<file path="src/rtl/cic_comp_pkg.sv">
// Shared state type and width helpers for the CIC compensation FIR.
package cic_comp_pkg;

    typedef enum logic [2:0] {
        ST_CLEAR,
        ST_IDLE,
        ST_MAC,
        ST_DRAIN,
        ST_ROUND
    } fsm_t;

    function automatic int clog2(input int value);
        int r;
        r = 0;
        while ((1 << r) < value) r++;
        return r;
    endfunction

    // Headroom for TAPS full-scale products summed without wrapping.
    function automatic int acc_width(input int inp_dw, input int coef_dw,
                                     input int taps);
        return inp_dw + coef_dw + clog2(taps);
    endfunction

    function automatic int coef_lsb(input int tap, input int coef_dw);
        return tap * coef_dw;
    endfunction

endpackage

</file>
<file path="src/rtl/cic_comp_mac.sv">
// Registered multiplier, accumulator and round/saturate output stage.
module cic_comp_mac
    import cic_comp_pkg::*;
#(
    parameter int INP_DW    = 32,
    parameter int OUT_DW    = 32,
    parameter int COEF_DW   = 18,
    parameter int TAPS      = 31,
    parameter int COEF_FRAC = 17,
    parameter logic [COEF_DW*TAPS-1:0] COEF = '0
) (
    input  logic                      clk,
    input  logic                      reset_n,
    input  logic                      start,
    input  logic                      mul_en,
    input  logic                      last,
    input  logic signed [INP_DW-1:0]  sample,
    input  logic [clog2(TAPS)-1:0]    tap,
    output logic signed [OUT_DW-1:0]  out_data,
    output logic                      done,
    output logic                      sat_flag
);

    localparam int ACC_DW = acc_width(INP_DW, COEF_DW, TAPS);
    localparam int PRD_DW = INP_DW + COEF_DW;
    localparam int RND_DW = ACC_DW + 1;
    localparam int EXT_DW = (RND_DW > OUT_DW) ? RND_DW : OUT_DW;
    localparam int RND_SH = (COEF_FRAC > 0) ? COEF_FRAC - 1 : 0;

    localparam logic signed [EXT_DW-1:0] RND_BIAS =
        (COEF_FRAC > 0) ? (EXT_DW'(1) <<< RND_SH) : '0;
    localparam logic signed [EXT_DW-1:0] OUT_MAX =
        (EXT_DW'(1) <<< (OUT_DW - 1)) - EXT_DW'(1);
    localparam logic signed [EXT_DW-1:0] OUT_MIN = -OUT_MAX - EXT_DW'(1);

    logic signed [COEF_DW-1:0] coef_tab [TAPS];
    logic signed [PRD_DW-1:0]  prod;
    logic                      prod_vld;
    logic signed [ACC_DW-1:0]  acc;
    logic signed [EXT_DW-1:0]  rnd_sum;
    logic signed [EXT_DW-1:0]  rnd_shr;
    logic signed [OUT_DW-1:0]  clip_out;
    logic                      clip_hit;

    for (genvar i = 0; i < TAPS; i++) begin : g_coef
        assign coef_tab[i] = COEF[coef_lsb(i, COEF_DW) +: COEF_DW];
    end

    always_comb begin
        rnd_sum  = EXT_DW'(acc) + RND_BIAS;
        rnd_shr  = rnd_sum >>> COEF_FRAC;
        clip_out = rnd_shr[OUT_DW-1:0];
        clip_hit = 1'b0;
        if (rnd_shr > OUT_MAX) begin
            clip_out = OUT_MAX[OUT_DW-1:0];
            clip_hit = 1'b1;
        end else if (rnd_shr < OUT_MIN) begin
            clip_out = OUT_MIN[OUT_DW-1:0];
            clip_hit = 1'b1;
        end
    end

    // Product lands one cycle after its tap is read; prod_vld tracks that.
    always_ff @(posedge clk) begin
        if (!reset_n) begin
            prod     <= '0;
            prod_vld <= 1'b0;
            acc      <= '0;
            out_data <= '0;
            done     <= 1'b0;
            sat_flag <= 1'b0;
        end else begin
            prod_vld <= mul_en;
            done     <= last;
            if (mul_en) begin
                prod <= PRD_DW'(sample) * PRD_DW'(coef_tab[tap]);
            end
            if (start) begin
                acc <= '0;
            end else if (prod_vld) begin
                acc <= acc + ACC_DW'(prod);
            end
            if (last) begin
                out_data <= clip_out;
                if (clip_hit) sat_flag <= 1'b1;
            end
        end
    end

endmodule

</file>
<file path="src/rtl/cic_comp_fir.sv">
// CIC droop-compensation FIR: ring buffer, phase counter and control FSM.
module cic_comp_fir
    import cic_comp_pkg::*;
#(
    parameter int INP_DW    = 32,
    parameter int OUT_DW    = 32,
    parameter int COEF_DW   = 18,
    parameter int TAPS      = 31,
    parameter int COEF_FRAC = 17,
    parameter int DEC       = 1,
    parameter logic [COEF_DW*TAPS-1:0] COEF = '0
) (
    input  logic                     clk,
    input  logic                     reset_n,
    input  logic signed [INP_DW-1:0] s_axis_in_tdata,
    input  logic                     s_axis_in_tvalid,
    output logic signed [OUT_DW-1:0] m_axis_out_tdata,
    output logic                     m_axis_out_tvalid,
    output logic                     sat_flag,
    output logic                     drop_flag
);

    localparam int AW = clog2(TAPS);
    localparam int PW = (DEC > 1) ? clog2(DEC) : 1;
    localparam logic [AW-1:0] TAP_LAST = AW'(TAPS - 1);
    localparam logic [PW-1:0] PH_LAST  = PW'(DEC - 1);

    fsm_t state, state_nx;

    logic [AW-1:0] cnt;
    logic [AW-1:0] wr_ptr;
    logic [AW-1:0] rd_ptr;
    logic [AW-1:0] buf_addr;
    logic [PW-1:0] phase;

    logic signed [INP_DW-1:0] ring [TAPS];
    logic signed [INP_DW-1:0] buf_wdata;

    logic buf_we;
    logic accept;
    logic drop;
    logic mac_start;
    logic mac_mul;
    logic mac_last;

    always_ff @(posedge clk) begin
        if (!reset_n) state <= ST_CLEAR;
        else          state <= state_nx;
    end

    always_comb begin
        state_nx  = state;
        buf_we    = 1'b0;
        buf_addr  = wr_ptr;
        buf_wdata = s_axis_in_tdata;
        accept    = 1'b0;
        drop      = 1'b0;
        mac_start = 1'b0;
        mac_mul   = 1'b0;
        mac_last  = 1'b0;
        unique case (state)
            ST_CLEAR: begin
                buf_we    = 1'b1;
                buf_addr  = cnt;
                buf_wdata = '0;
                drop      = s_axis_in_tvalid;
                if (cnt == TAP_LAST) state_nx = ST_IDLE;
            end
            ST_IDLE: begin
                if (s_axis_in_tvalid) begin
                    buf_we = 1'b1;
                    accept = 1'b1;
                    if (phase == PH_LAST) begin
                        mac_start = 1'b1;
                        state_nx  = ST_MAC;
                    end
                end
            end
            ST_MAC: begin
                mac_mul = 1'b1;
                drop    = s_axis_in_tvalid;
                if (cnt == TAP_LAST) state_nx = ST_DRAIN;
            end
            ST_DRAIN: begin
                drop     = s_axis_in_tvalid;
                state_nx = ST_ROUND;
            end
            ST_ROUND: begin
                drop     = s_axis_in_tvalid;
                mac_last = 1'b1;
                state_nx = ST_IDLE;
            end
            default: state_nx = ST_CLEAR;
        endcase
    end

    always_ff @(posedge clk) begin
        if (reset_n && buf_we) ring[buf_addr] <= buf_wdata;
    end

    // rd_ptr starts on the newest sample and walks backwards through history.
    always_ff @(posedge clk) begin
        if (!reset_n) begin
            cnt       <= '0;
            wr_ptr    <= '0;
            rd_ptr    <= '0;
            phase     <= '0;
            drop_flag <= 1'b0;
        end else begin
            if (drop) drop_flag <= 1'b1;
            if (state == ST_CLEAR || state == ST_MAC) begin
                cnt <= (cnt == TAP_LAST) ? '0 : cnt + 1'b1;
            end else begin
                cnt <= '0;
            end
            if (accept) begin
                wr_ptr <= (wr_ptr == TAP_LAST) ? '0 : wr_ptr + 1'b1;
                rd_ptr <= wr_ptr;
                phase  <= (phase == PH_LAST) ? '0 : phase + 1'b1;
            end else if (state == ST_MAC) begin
                rd_ptr <= (rd_ptr == '0) ? TAP_LAST : rd_ptr - 1'b1;
            end
        end
    end

    cic_comp_mac #(
        .INP_DW   (INP_DW),
        .OUT_DW   (OUT_DW),
        .COEF_DW  (COEF_DW),
        .TAPS     (TAPS),
        .COEF_FRAC(COEF_FRAC),
        .COEF     (COEF)
    ) u_mac (
        .clk     (clk),
        .reset_n (reset_n),
        .start   (mac_start),
        .mul_en  (mac_mul),
        .last    (mac_last),
        .sample  (ring[rd_ptr]),
        .tap     (cnt),
        .out_data(m_axis_out_tdata),
        .done    (m_axis_out_tvalid),
        .sat_flag(sat_flag)
    );

endmodule

</file>
<file path="config.mk">
export PLATFORM = sky130hd
export DESIGN_NAME = cic_comp_fir
export DESIGN_NICKNAME = d
export VERILOG_FILES = /design/src/rtl/cic_comp_pkg.sv /design/src/rtl/cic_comp_mac.sv /design/src/rtl/cic_comp_fir.sv
export SDC_FILE = /design/constraint.sdc
export NUM_CORES = 1
export LEC_CHECK = 0
export BUFFER_PORTS_ARGS = -buffer_cell sky130_fd_sc_hd__buf_2
export CAP_MARGIN = 40
export CORE_MARGIN = 3
export CORE_UTILIZATION = 41
export CTS_CLUSTER_SIZE = 12
export DETAILED_ROUTE_END_ITERATION = 10
export GPL_TIMING_DRIVEN = 0
export PLACE_DENSITY_LB_ADDON = 0.08
export RECOVER_POWER = 25
export REMOVE_ABC_BUFFERS = 1
export SLEW_MARGIN = 25
export SYNTH_ARGS = -nofsm -noshare
export SYNTH_HDL_FRONTEND = slang
export SYNTH_SLANG_ARGS = --single-unit
</file>
<file path="constraint.sdc">
create_clock -name clk -period 1.35 [get_ports clk]
set_input_delay 0.0675 -clock clk [delete_from_list [all_inputs] [get_ports clk]]
set_output_delay 0.0675 -clock clk [all_outputs]
set_load 0.01 [all_outputs]
</file>
Word-level counts from Yosys, hierarchy flattened
Memory sizes are Yosys's and may differ from the RTL's. A register that Yosys moved wholly into a read port is not among the register bits.
Cells that the tools add are included.
Widths: inputs -> output; s select.

storage, ports and cells
  output and inout bits = 35
  word-level logic and storage cells = 78
  register bits = 160
  bits in writable memories = 992
  memories kept = 2
  ROM bits = 576
  input bits = 35

cells by class
  add/subtract/negate cells = 6
  bitwise logic cells = 3
  eq/ne operators = 10
  multiply operators = 1
  mux-type cells = 31
  reduce and logical (&&, ||, !) cells = 10
  magnitude comparators = 3

memory list
  memory            words  bits a word  rd ports  clocked after memory_dff  wr ports  RTL line            source
  ring              31     32           1         1                         1         cic_comp_fir.sv:36  logic signed [INP_DW-1:0] ring [TAPS];
  (name not given)  32     18           1         0                         0         cic_comp_mac.sv:76  prod <= PRD_DW'(sample) * PRD_DW'(coef_tab[tap]);

operators with widths
  kind                    number
  $mux 32                 3
  $add 55x18->56 const B  1
  $add 55x50->55          1
  $mul 32x18->50          1
  $gt 39x32->1 const B    1
  $lt 39x32->1 const B    1
  $mux 18                 2
  $mux 5                  7
  $pmux 3 s5              1
  $mux 1                  13
  $mux 3                  4
  $add 5x1->5 const B     2
  $eq 5x5->1 const B      2
  $ne 2x2->1 const B      4
  $eq 3x2->1 const B      2
  $ge 6x6->1 const B      1
  $not 5->6               1
  $logic_not 5->1         1
  $sub 5x1->5 const B     1
  $reduce_and 4->1        1
  $reduce_or 4->1         1
  $eq 3x1->1 const B      1
  $eq 3x3->1 const B      1
  $logic_not 3->1         1
  9 further kinds         10

Longest topological paths before layout
  word-level depth = 6
  gate-level depth with buffers = 5
  depth with buffers taken out = 5

Cells and area by module
From an unflattened synthesis, not the netlist that was laid out.

second synthesis, totals
  cells, all modules = 2096
  area total of the unflattened synthesis = 40186.0 um2

modules (own cells, without submodules)
  module        sequential area each (um2)  area each (um2)  instances  cells an instance
  cic_comp_fir  30269.0                     39479.1          1          2039
  cic_comp_mac  400.4                       706.9            1          57

Worst setup path after synthesis
OpenSTA, ideal clock, no wires.

  path kind = register to register
  from = register cnt[0]
  to = register state[0]
  required time = 1.228 ns
  path buffers = 0
  period minus slack after synthesis = 1.122 ns
  arrival time = 1.000 ns
  library setup time = 0.122 ns
  cell stages (with the launch flop) = 6
  setup slack = 0.228 ns
  cell sequence = dfxtp_1 inv_1 ha_1 nand4_1 nor3_1 o31a_2

between the ends
  cells in the longest elaborated chain, start to end = 3
  elaborated cells between the ends (all ways) = 4
  those cells by class = 3 x eq/ne; 1 x reduce/logical

ends and longest elaborated chain
  element                                RTL line                                source
  start, declared                        cic_comp_fir.sv:30                      logic [AW-1:0] cnt;
  start signal, assigned                 cic_comp_fir.sv:112                     cnt <= (cnt == TAP_LAST) ? '0 : cnt + 1'b1;
  $eq 5x5->1 (*)                         cic_comp_fir.sv:67, cic_comp_fir.sv:82
  $ne 2x2->1 (no source line)            n/a
  $reduce_and 4->1 (no source line) (*)  n/a
  end signal, assigned                   cic_comp_fir.sv:48                      else state <= state_nx;
  end, declared                          cic_comp_fir.sv:28                      fsm_t state, state_nx;

Mark *: on every way between the ends. The rest lies on a longest branch, timed or not.
A chain may end at the register's enable or synchronous reset.

Worst setup path after layout
  from = register state[0]
  to = register u_mac.out_data[22]

between the ends
  cells in the longest elaborated chain, start to end = 2

ends and longest elaborated chain
  element               RTL line            source
  $eq 3x3->1            cic_comp_fir.sv:61  unique case (state)
  $mux 1                cic_comp_fir.sv:61
  end signal, assigned  cic_comp_mac.sv:84  out_data <= clip_out;
  end, declared         cic_comp_mac.sv:19  output logic signed [OUT_DW-1:0] out_data,

No other way between the ends.

==> metrics <==
outcome=completed; initial antenna violation count=0; dpl ws=-0.204 ns; Post-CTS Hold Buffers=0; Via-to-Cell Ratio=4.42; register bit total from synthesis=32; reg2reg path depth=3; IO Pins=70; Hold Path Sink=drop_flag$_SDFFE_PN0P_; Slowest cell on crit path=dfxtp_1; port buffer count=37; R2R Path Start=state[0]$_SDFFE_PN0P_; Post-Route WL=1770 um; clock sinks=32; crit path launch type=register; hold path cells=3; CORE AREA=0.00257 mm^2; clock-pin slew on the worst setup and hold paths=0.10 ns; crit path max fanout=11; mapped cell area=0.00114 mm^2; Initial Util=44.6%; TritonRoute pass-1 iters=2; RSZ-0062 raised after global routing=no; Least-Margin Pin Slew=0.333 ns; stages on the worst setup path=3; first-pass GRT wire length=2810 um; setup_tns=0 ns; Area growth, synth to finish=17.7%; Post-layout nets=165; via count=703; Peak Freq=834 MHz; wire per inst=11.1 um; largest net degree at the start of global routing=22; Final Slew Violations=0; P per Cell Area=1260 mW/mm^2; clk_skew=0.00329 ns; Max-Cap Viols=0; syn_area_per_cell=11.9 um^2; Post-Synthesis Cells=96; # H-tree levels=2; Cell Area, Placed=0.00126 mm^2; n_diodes=0; Iteration-0 DRC Markers=8; CTS Root Cell=clkbuf_4; Post-CTS Setup Inserts=0; total CTS buffers=5; final setup margin=0.150 ns; Die Span Y=58.8 um; hold wc startpoint=s_axis_in_tvalid; Final Hold Fails=0; CP top delay family=simple AND/OR/NAND/NOR gates; final critical-path share of the clock period=88.9%; detailed-route DRC error count=0; GRT Total Usage=11.1%; post-route ant nets=0; Final min period=1.20 ns; CP Capture Type=register; CTS tree=built; final core occ=52.5%; share of cells above drive strength 1=45.0%; worst-case clock buffer depth=2; final setup vio count=0; chip width=58.8 um; synth warn=0; die area=0.00346 mm^2; GRT Residual Overflow=0; Min Hold Slack=0.0349 ns; Cell variety after synth=24; vias in the first global route=641; Hold WC Path Type=in -> reg; Slew Limit Headroom=77.8%; post-synthesis sequential area ratio=56.0%; reg2reg end=u_mac.out_data[22]$_SDFFE_PN0P_; Cell Rows=18; CP Class=reg -> reg; worst skew pair latency=0.32 ns; R2R setup slack=0.15 ns; WP data required=1.57 ns; GP Congestion=0.659; crit path DAT=1.42 ns; CP peak stage delay=0.40 ns; WP buf/inv=0; static leakage=0.000629 uW; post-DP HPWL=1200 um; crit path cell chain=nor3b_4, nor2b_4, and2_2; Final Cell Area=0.00135 mm^2; Worst VDD drop=897 uV
## cell type report
class | instances | area [um^2]
Fill cell | 247 | 1220
Sequential cell | 32 | 642
Multi-Input combinational cell | 51 | 420
Timing Repair Buffer | 37 | 168
Clock buffer | 6 | 41.3
Tap cell | 30 | 37.5
Clock inverter | 2 | 35.0
Inverter | 1 | 3.75
## logic make-up after synthesis
group / count (synthesis) / share of synthesized area [%]
buf+inv: 14 / 9.51
fa+ha+maj: 2 / 2.19
mux: 2 / 1.75
simple gates: 41 / 27.0
flops: 32 / 56.0
xor+xnor: 3 / 2.30
compound gates: 2 / 1.31
## layout by cell type, fill, tap and decap left out, drive strengths merged
master,Yosys,routed
ha,2,2
a21oi,1,1
and4b,1,1
nand2,1,1
dfxtp,32,32
nand4,1,1
xor2,2,2
nand3,2,2
mux2i,2,2
nor4b,1,1
nor2,5,5
nor2b,3,4
and2,23,23
nor3,1,1
bufinv,0,1
nor3b,3,3
clkinv,0,1
inv,1,1
xnor2,1,1
buf,13,23
clkbuf,0,20
o31a,1,1
## metrics by stage
step                std cells  power, uW
global placement          150       1020
global route              159       1770
detailed placement        150       1020
finish                    159       1700
CTS                       158       1720
floorplan                  83       1010
## timing repair
item,4_1_cts,5_1_grt
pin swaps,0,0
gates resized for setup,1,3
setup endpoints to repair,21,21
cloned,0,1
## layer usage
| layer | part of all wire (%) | GRT usage (%) | up-vias |
|---|---|---|---|
| li1 | - | - | 361 |
| met1 | 45 | 12.8 | 312 |
| met2 | 43 | 16.6 | 24 |
| met3 | 9.6 | 5.92 | 6 |
| met4 | 2.1 | 5.83 | 0 |
| met5 | 0 | 0 | - |
## worst max path at each step
stage	from	end	slack (ns)
after floorplan	state[2]$_SDFFE_PN0P_	u_mac.out_data[22]$_SDFFE_PN0P_	0.09
after CTS	state[2]$_SDFFE_PN0P_	u_mac.out_data[1]$_SDFFE_PN0P_	0.06
after detailed placement	state[0]$_SDFFE_PN0P_	u_mac.out_data[1]$_SDFFE_PN0P_	-0.20
final	state[0]$_SDFFE_PN0P_	u_mac.out_data[22]$_SDFFE_PN0P_	0.15
after global routing	state[0]$_SDFFE_PN0P_	u_mac.out_data[22]$_SDFFE_PN0P_	0.05
after global placement	state[2]$_SDFFE_PN0P_	u_mac.out_data[22]$_SDFFE_PN0P_	-0.15
## worst reg2reg max path: stages, from the launching register on
cell     delay [ns]
dfxtp_1        0.40
nor3b_4        0.37
nor2b_4        0.13
and2_2         0.21
## Yosys cell counts
library cell | number | area [um^2]
o31a_2 | 1 | 10.0
mux2i_1 | 2 | 20.0
nand2_1 | 1 | 3.75
nand3_1 | 2 | 10.0
and2_2 | 2 | 15.0
nor3b_2 | 1 | 12.5
xnor2_1 | 1 | 8.76
nor3_1 | 1 | 5.00
nor4b_1 | 1 | 8.76
and4b_2 | 1 | 11.3
nand4_1 | 1 | 6.26
buf_4 | 11 | 82.6
ha_1 | 2 | 25.0
nor2b_2 | 1 | 8.76
and2_4 | 20 | 175
nor2_1 | 5 | 18.8
and2_1 | 1 | 6.26
nor2b_1 | 2 | 12.5
inv_1 | 1 | 3.75
nor3b_1 | 2 | 15.0
xor2_1 | 2 | 17.5
dfxtp_1 | 32 | 641
buf_6 | 2 | 22.5
a21oi_1 | 1 | 5.00
## registers in the layout, summed over array words and instances, names as in the netlist
register and flops:
cnt 5, drop_flag 1, u_mac.sat_flag 1, u_mac.done 1, state 3, u_mac.out_data 21
## power by group
group / total [uW] / leakage (uW) / switching (uW) / internal (uW)
sequential: 961 / 0.000259 / 8.05 / 953
clock: 692 / 0.0000422 / 304 / 388
combinational: 43.8 / 0.000328 / 25.3 / 18.5
total: 1700 / 0.000629 / 337 / 1360
No activity file was read; power rests on OpenSTA's default activity.
